--- src/rtl/serial_fifo_bridge_pkg.sv ---
// ============================================================================
// Module      : serial_fifo_bridge_pkg
// Description : Serial-IO constants shared by the FIFO bridge and the data
//               memory serial decode.
// Revision    : 1.0 - initial release
// ============================================================================
`default_nettype none

package serial_fifo_bridge_pkg;
    localparam int C_DEPTH         = 8;
    localparam int C_CW            = 4;
    localparam int C_ERR_W         = 2;
    localparam int C_ERR_UNDERFLOW = 0;
    localparam int C_ERR_OVERFLOW  = 1;
endpackage

`default_nettype wire

--- src/rtl/byte_fifo.sv ---
// ============================================================================
// Module      : byte_fifo
// Description : Show-ahead byte FIFO; head byte is read combinationally
//               from registered storage.
// Revision    : 1.0 - initial release
// ============================================================================
`default_nettype none

module byte_fifo #(
    parameter int DEPTH = 8,
    parameter int CW    = 4
) (
    input  logic          clock,
    input  logic          reset,
    input  logic          push,
    input  logic          pop,
    input  logic [7:0]    din,
    output logic [7:0]    dout,
    output logic [CW-1:0] count,
    output logic          full,
    output logic          empty
);
    localparam int C_AW = $clog2(DEPTH);

    logic [7:0]      r_mem [DEPTH];
    logic [C_AW-1:0] r_wr_ptr;
    logic [C_AW-1:0] r_rd_ptr;
    logic [CW-1:0]   r_count;
    logic            w_push;
    logic            w_pop;

    // Pop on empty is ignored; push on full is dropped even with a pop.
    assign w_push = push && !full;
    assign w_pop  = pop && !empty;

    always_ff @(posedge clock) begin
        if (w_push) begin
            r_mem[r_wr_ptr] <= din;
        end
    end

    always_ff @(posedge clock or posedge reset) begin
        if (reset) begin
            r_wr_ptr <= '0;
            r_rd_ptr <= '0;
            r_count  <= '0;
        end else begin
            if (w_push) begin
                r_wr_ptr <= r_wr_ptr + C_AW'(1);
            end
            if (w_pop) begin
                r_rd_ptr <= r_rd_ptr + C_AW'(1);
            end
            case ({w_push, w_pop})
                2'b10:   r_count <= r_count + CW'(1);
                2'b01:   r_count <= r_count - CW'(1);
                default: r_count <= r_count;
            endcase
        end
    end

    assign dout  = r_mem[r_rd_ptr];
    assign count = r_count;
    assign full  = (r_count == CW'(DEPTH));
    assign empty = (r_count == '0);

endmodule

`default_nettype wire

--- src/rtl/serial_fifo_bridge.sv ---
// ============================================================================
// Module      : serial_fifo_bridge
// Description : Bridges processor serial strobes to host valid/ready streams
//               through an RX and a TX byte FIFO, with sticky error flags.
// Revision    : 1.0 - initial release
// ============================================================================
`default_nettype none

module serial_fifo_bridge
    import serial_fifo_bridge_pkg::*;
#(
    parameter int DEPTH = C_DEPTH,
    parameter int CW    = C_CW
) (
    input  logic          clock,
    input  logic          reset,
    input  logic [7:0]    serial_in,
    input  logic          serial_wren_in,
    input  logic          serial_rden_in,
    output logic [7:0]    serial_out,
    output logic          serial_valid_out,
    output logic          serial_ready_out,
    input  logic [7:0]    rx_data,
    input  logic          rx_valid,
    output logic          rx_ready,
    output logic [7:0]    tx_data,
    output logic          tx_valid,
    input  logic          tx_ready,
    output logic [CW-1:0] rx_count,
    output logic [CW-1:0] tx_count,
    output logic          err_underflow,
    output logic          err_overflow
);
    logic               w_rx_full;
    logic               w_rx_empty;
    logic               w_tx_full;
    logic               w_tx_empty;
    logic               w_rx_push;
    logic               w_rx_pop;
    logic               w_tx_push;
    logic               w_tx_pop;
    logic [C_ERR_W-1:0] r_err;

    // Readiness comes only from registered counts, never from same-cycle pops.
    assign rx_ready         = !w_rx_full;
    assign serial_ready_out = !w_tx_full;
    assign serial_valid_out = !w_rx_empty;
    assign tx_valid         = !w_tx_empty;

    assign w_rx_push = rx_valid && rx_ready;
    assign w_rx_pop  = serial_rden_in && serial_valid_out;
    assign w_tx_push = serial_wren_in && serial_ready_out;
    assign w_tx_pop  = tx_valid && tx_ready;

    byte_fifo #(
        .DEPTH (DEPTH),
        .CW    (CW)
    ) u_rx_fifo (
        .clock (clock),
        .reset (reset),
        .push  (w_rx_push),
        .pop   (w_rx_pop),
        .din   (rx_data),
        .dout  (serial_out),
        .count (rx_count),
        .full  (w_rx_full),
        .empty (w_rx_empty)
    );

    byte_fifo #(
        .DEPTH (DEPTH),
        .CW    (CW)
    ) u_tx_fifo (
        .clock (clock),
        .reset (reset),
        .push  (w_tx_push),
        .pop   (w_tx_pop),
        .din   (serial_in),
        .dout  (tx_data),
        .count (tx_count),
        .full  (w_tx_full),
        .empty (w_tx_empty)
    );

    always_ff @(posedge clock or posedge reset) begin
        if (reset) begin
            r_err <= '0;
        end else begin
            if (serial_rden_in && !serial_valid_out) begin
                r_err[C_ERR_UNDERFLOW] <= 1'b1;
            end
            if (serial_wren_in && !serial_ready_out) begin
                r_err[C_ERR_OVERFLOW] <= 1'b1;
            end
        end
    end

    assign err_underflow = r_err[C_ERR_UNDERFLOW];
    assign err_overflow  = r_err[C_ERR_OVERFLOW];

endmodule

`default_nettype wire

--- config.mk ---
export PLATFORM = sky130hd
export DESIGN_NAME = serial_fifo_bridge
export DESIGN_NICKNAME = d
export VERILOG_FILES = /design/src/rtl/serial_fifo_bridge_pkg.sv /design/src/rtl/byte_fifo.sv /design/src/rtl/serial_fifo_bridge.sv
export SDC_FILE = /design/constraint.sdc
export NUM_CORES = 1
export LEC_CHECK = 0
export ABC_AREA = 1
export CORE_UTILIZATION = 40
export DETAILED_ROUTE_END_ITERATION = 6
export PLACE_DENSITY_LB_ADDON = 0.25
export SYNTH_ARGS = -nofsm -noshare
export SYNTH_HDL_FRONTEND = slang
export SYNTH_HIERARCHICAL = 1
export SYNTH_SLANG_ARGS = --single-unit
--- constraint.sdc ---
create_clock -name clock -period 5.98 [get_ports clock]
set_input_delay 0.598 -clock clock [delete_from_list [all_inputs] [get_ports clock]]
set_output_delay 0.598 -clock clock [all_outputs]
set_load 0.01 [all_outputs]
==> reports/metrics.yaml <==
outcome: "finished, final reports clean"
clk_path_buf_depth: 2
clock.fmax_mhz: 305.1
drc: 0
crit_type: "reg -> out"
ir_drop_v: 0.0002170
yosys_warnings: 6
vias: 4696
grt_pass1_vias: 4582
place_congestion: 0.8714
grt_pass1_wl_um: 22580
grt_use_total: 0.1686
crit_required_ns: 5.38
ctsResizeCount: 0
grt_antenna_before_repair: 0
synth_xor_area_frac: 0.01519
cts.clk_slew.worst_paths_ns: 0.06
cp.arrival_ns: 2.68
die-height_um: 133.5
hold_buffers: 0
place_hpwl_um: 9471
layout-drive-gt1-share: 0.05388
layout_setup_ws_ns: 2.703
fin_hold_ws_ns: 0.4055
cts-htree-levels: 4
clkLatencyLatePin_ns: 0.42
cts_sinks: 150
fin_crit_sh: 0.5481
synth-seq-area-share: 0.6350
cts-root-buf: "clkbuf_16"
tightest_slew_ns: 1.280
nets: 819
grt_max_degree: 67
dr.pass1.iters: 5
portBuffers: 51
synthSimpleGateAreaFrac: 0.2376
n_antenna_cell: 0
grt_overflow: 0
wirelength_um: 14020
coreArea_mm2: 0.01676
place_inst: 984
rsz0062_at_grt: "false"
setup-tns-final_ns: 0
pin_count: 52
total_leakage_power_nw: 3.611
slew_viol_final: 0
ant_nets: 0
dp_slack_ns: 3.043
synth_top_family_by_area: "simple AND/OR/NAND/NOR gates"
cts_buffers: 17
fin_cells: 1018
layout_commonest_cell: "nand2_1"
num_rows: 47
die-area_mm2: 0.01783
power_density_mw_per_mm2: 515.5
synth_fa_ha_area_frac: 0.02387
slew_headroom: 0.1402
wl_per_cell_um: 13.78
synth_fp_nets: 771
layout_common_cells: "nand2_1, nor2_1, edfxtp_1"
die_x_um: 133.5
hold_class: "in -> async"
postCtsSetupBuffers: 0
netlist_instances: 737
report.final.hold_viol_count: 0
syn_to_final_growth_pct: 18.30
cts_tree: "done"
synth_compound_area_frac: 0.005786
synth.distinct_cells: 20
initial_core_util: 0.4129
cap_violations: 0
avgSynthCellArea_um2: 9.390
critPathLaunchType: "flip-flop"
viasPerCell: 4.613
syn-cell-area_mm2: 0.006920
drt_iter0_markers: 273
min_period_ns: 3.277
finalSetupViolCount: 0
postSynthRegisterBits: 150
crit_fanout: 66
synth_mux_area_frac: 0
fin_skew_ns: 0.007316
worstSetupEndpointType: "primary output"
## flip-flops by register name, summed over array words and instances (netlist names)
register and flops:
u_tx_fifo/count 4, u_rx_fifo/r_wr_ptr 3, u_rx_fifo/count 4, u_rx_fifo/r_rd_ptr 3, u_tx_fifo/r_rd_ptr 3, u_rx_fifo/r_mem 64, u_tx_fifo/r_wr_ptr 3, r_err 2
u_tx_fifo/r_mem 64
## cell usage after synthesis
master,n,share of area
nand3_2,2,0.0029
o21ai_0,8,0.0058
buf_4,6,0.0065
inv_2,2,0.0011
buf_6,6,0.0098
fa_1,2,0.0058
nor3_1,16,0.012
edfxtp_1,128,0.56
or2_2,2,0.0018
nand2_1,258,0.14
nand3_1,8,0.0058
ha_1,10,0.018
nor2_1,136,0.074
xnor2_1,8,0.010
xor2_1,4,0.0051
nand2_2,2,0.0018
inv_1,105,0.057
dfrtp_1,22,0.080
buf_2,10,0.0072
clkbuf_1,2,0.0011
## cell type report
| type | instances | area, um2 |
|---|---|---|
| Sequential cell | 150 | 4397 |
| Timing Repair Buffer | 53 | 520.5 |
| Clock inverter | 15 | 212.7 |
| Inverter | 107 | 401.6 |
| Fill cell | 1557 | 8573 |
| Clock buffer | 17 | 425.4 |
| Multi-Input combinational cell | 456 | 1954 |
| Tap cell | 220 | 275.3 |
## metal layers
metal | up-vias | GRT usage | routed length [um]
li1 | 2379 | - | -
met1 | 2199 | 0.2096 | 6289
met2 | 107 | 0.2882 | 7005
met3 | 11 | 0.03843 | 587
met4 | 0 | 0.05808 | 141
met5 | - | 0 | 0
## critical path, cell delays in order (launching register included)
cell and delay [ns]:
dfrtp_2 1.08, nor2_1 0.15, nor2_1 0.15, nand2_1 0.08, nand2_1 0.08, nand2_1 0.07
nand2_1 0.10, clkdlybuf4s50_1 0.53
## final timing paths
check                                                   from                                 to  slack (ns)  depth (start not counted)
min in group clock                      r_err[1]$_DFFE_PP0P_               r_err[1]$_DFFE_PP0P_        0.46                          2
min                                                    reset               r_err[0]$_DFFE_PP0P_        0.41                          2
max                        u_tx_fifo/r_rd_ptr[0]$_DFFE_PP0P_                         tx_data[4]        2.70                          7
max reg2reg                   u_rx_fifo/count[0]$_DFFE_PP0P_    u_rx_fifo/r_mem[3][4]$_DFFE_PP_        3.54                          6
min reg2reg                             r_err[1]$_DFFE_PP0P_               r_err[1]$_DFFE_PP0P_        0.46                          2
max in group asynchronous                              reset  u_tx_fifo/r_rd_ptr[0]$_DFFE_PP0P_        5.11                          2
## power breakdown
part           switching (mW)  internal [mW]
sequential              0.281           1.34
clock                   0.435          0.709
combinational           0.823          0.632
total                    1.54           2.68
## through the flow
stage	area (um2)	utilization	power (mW)
after floorplan	6920	-	2.593
after global placement	7538	0.4498	3.070
after detailed placement	7538	0.4498	3.109
after CTS	8177	0.4879	4.264
after global routing	8187	0.4885	4.522
final	8187	0.4885	4.220
## cell families (layout without fill, tap and decap cells)
| family | count (synthesis) | count (layout) |
|---|---|---|
| AND/OR/NAND/NOR | 424 | 424 |
| adder cells (fa/ha/maj) | 12 | 12 |
| AO/OA/AOI/OAI | 8 | 8 |
| buffers and inverters | 131 | 192 |
| flip-flops | 150 | 150 |
| XOR/XNOR | 12 | 12 |
No activity file was read; power rests on OpenSTA's default activity.
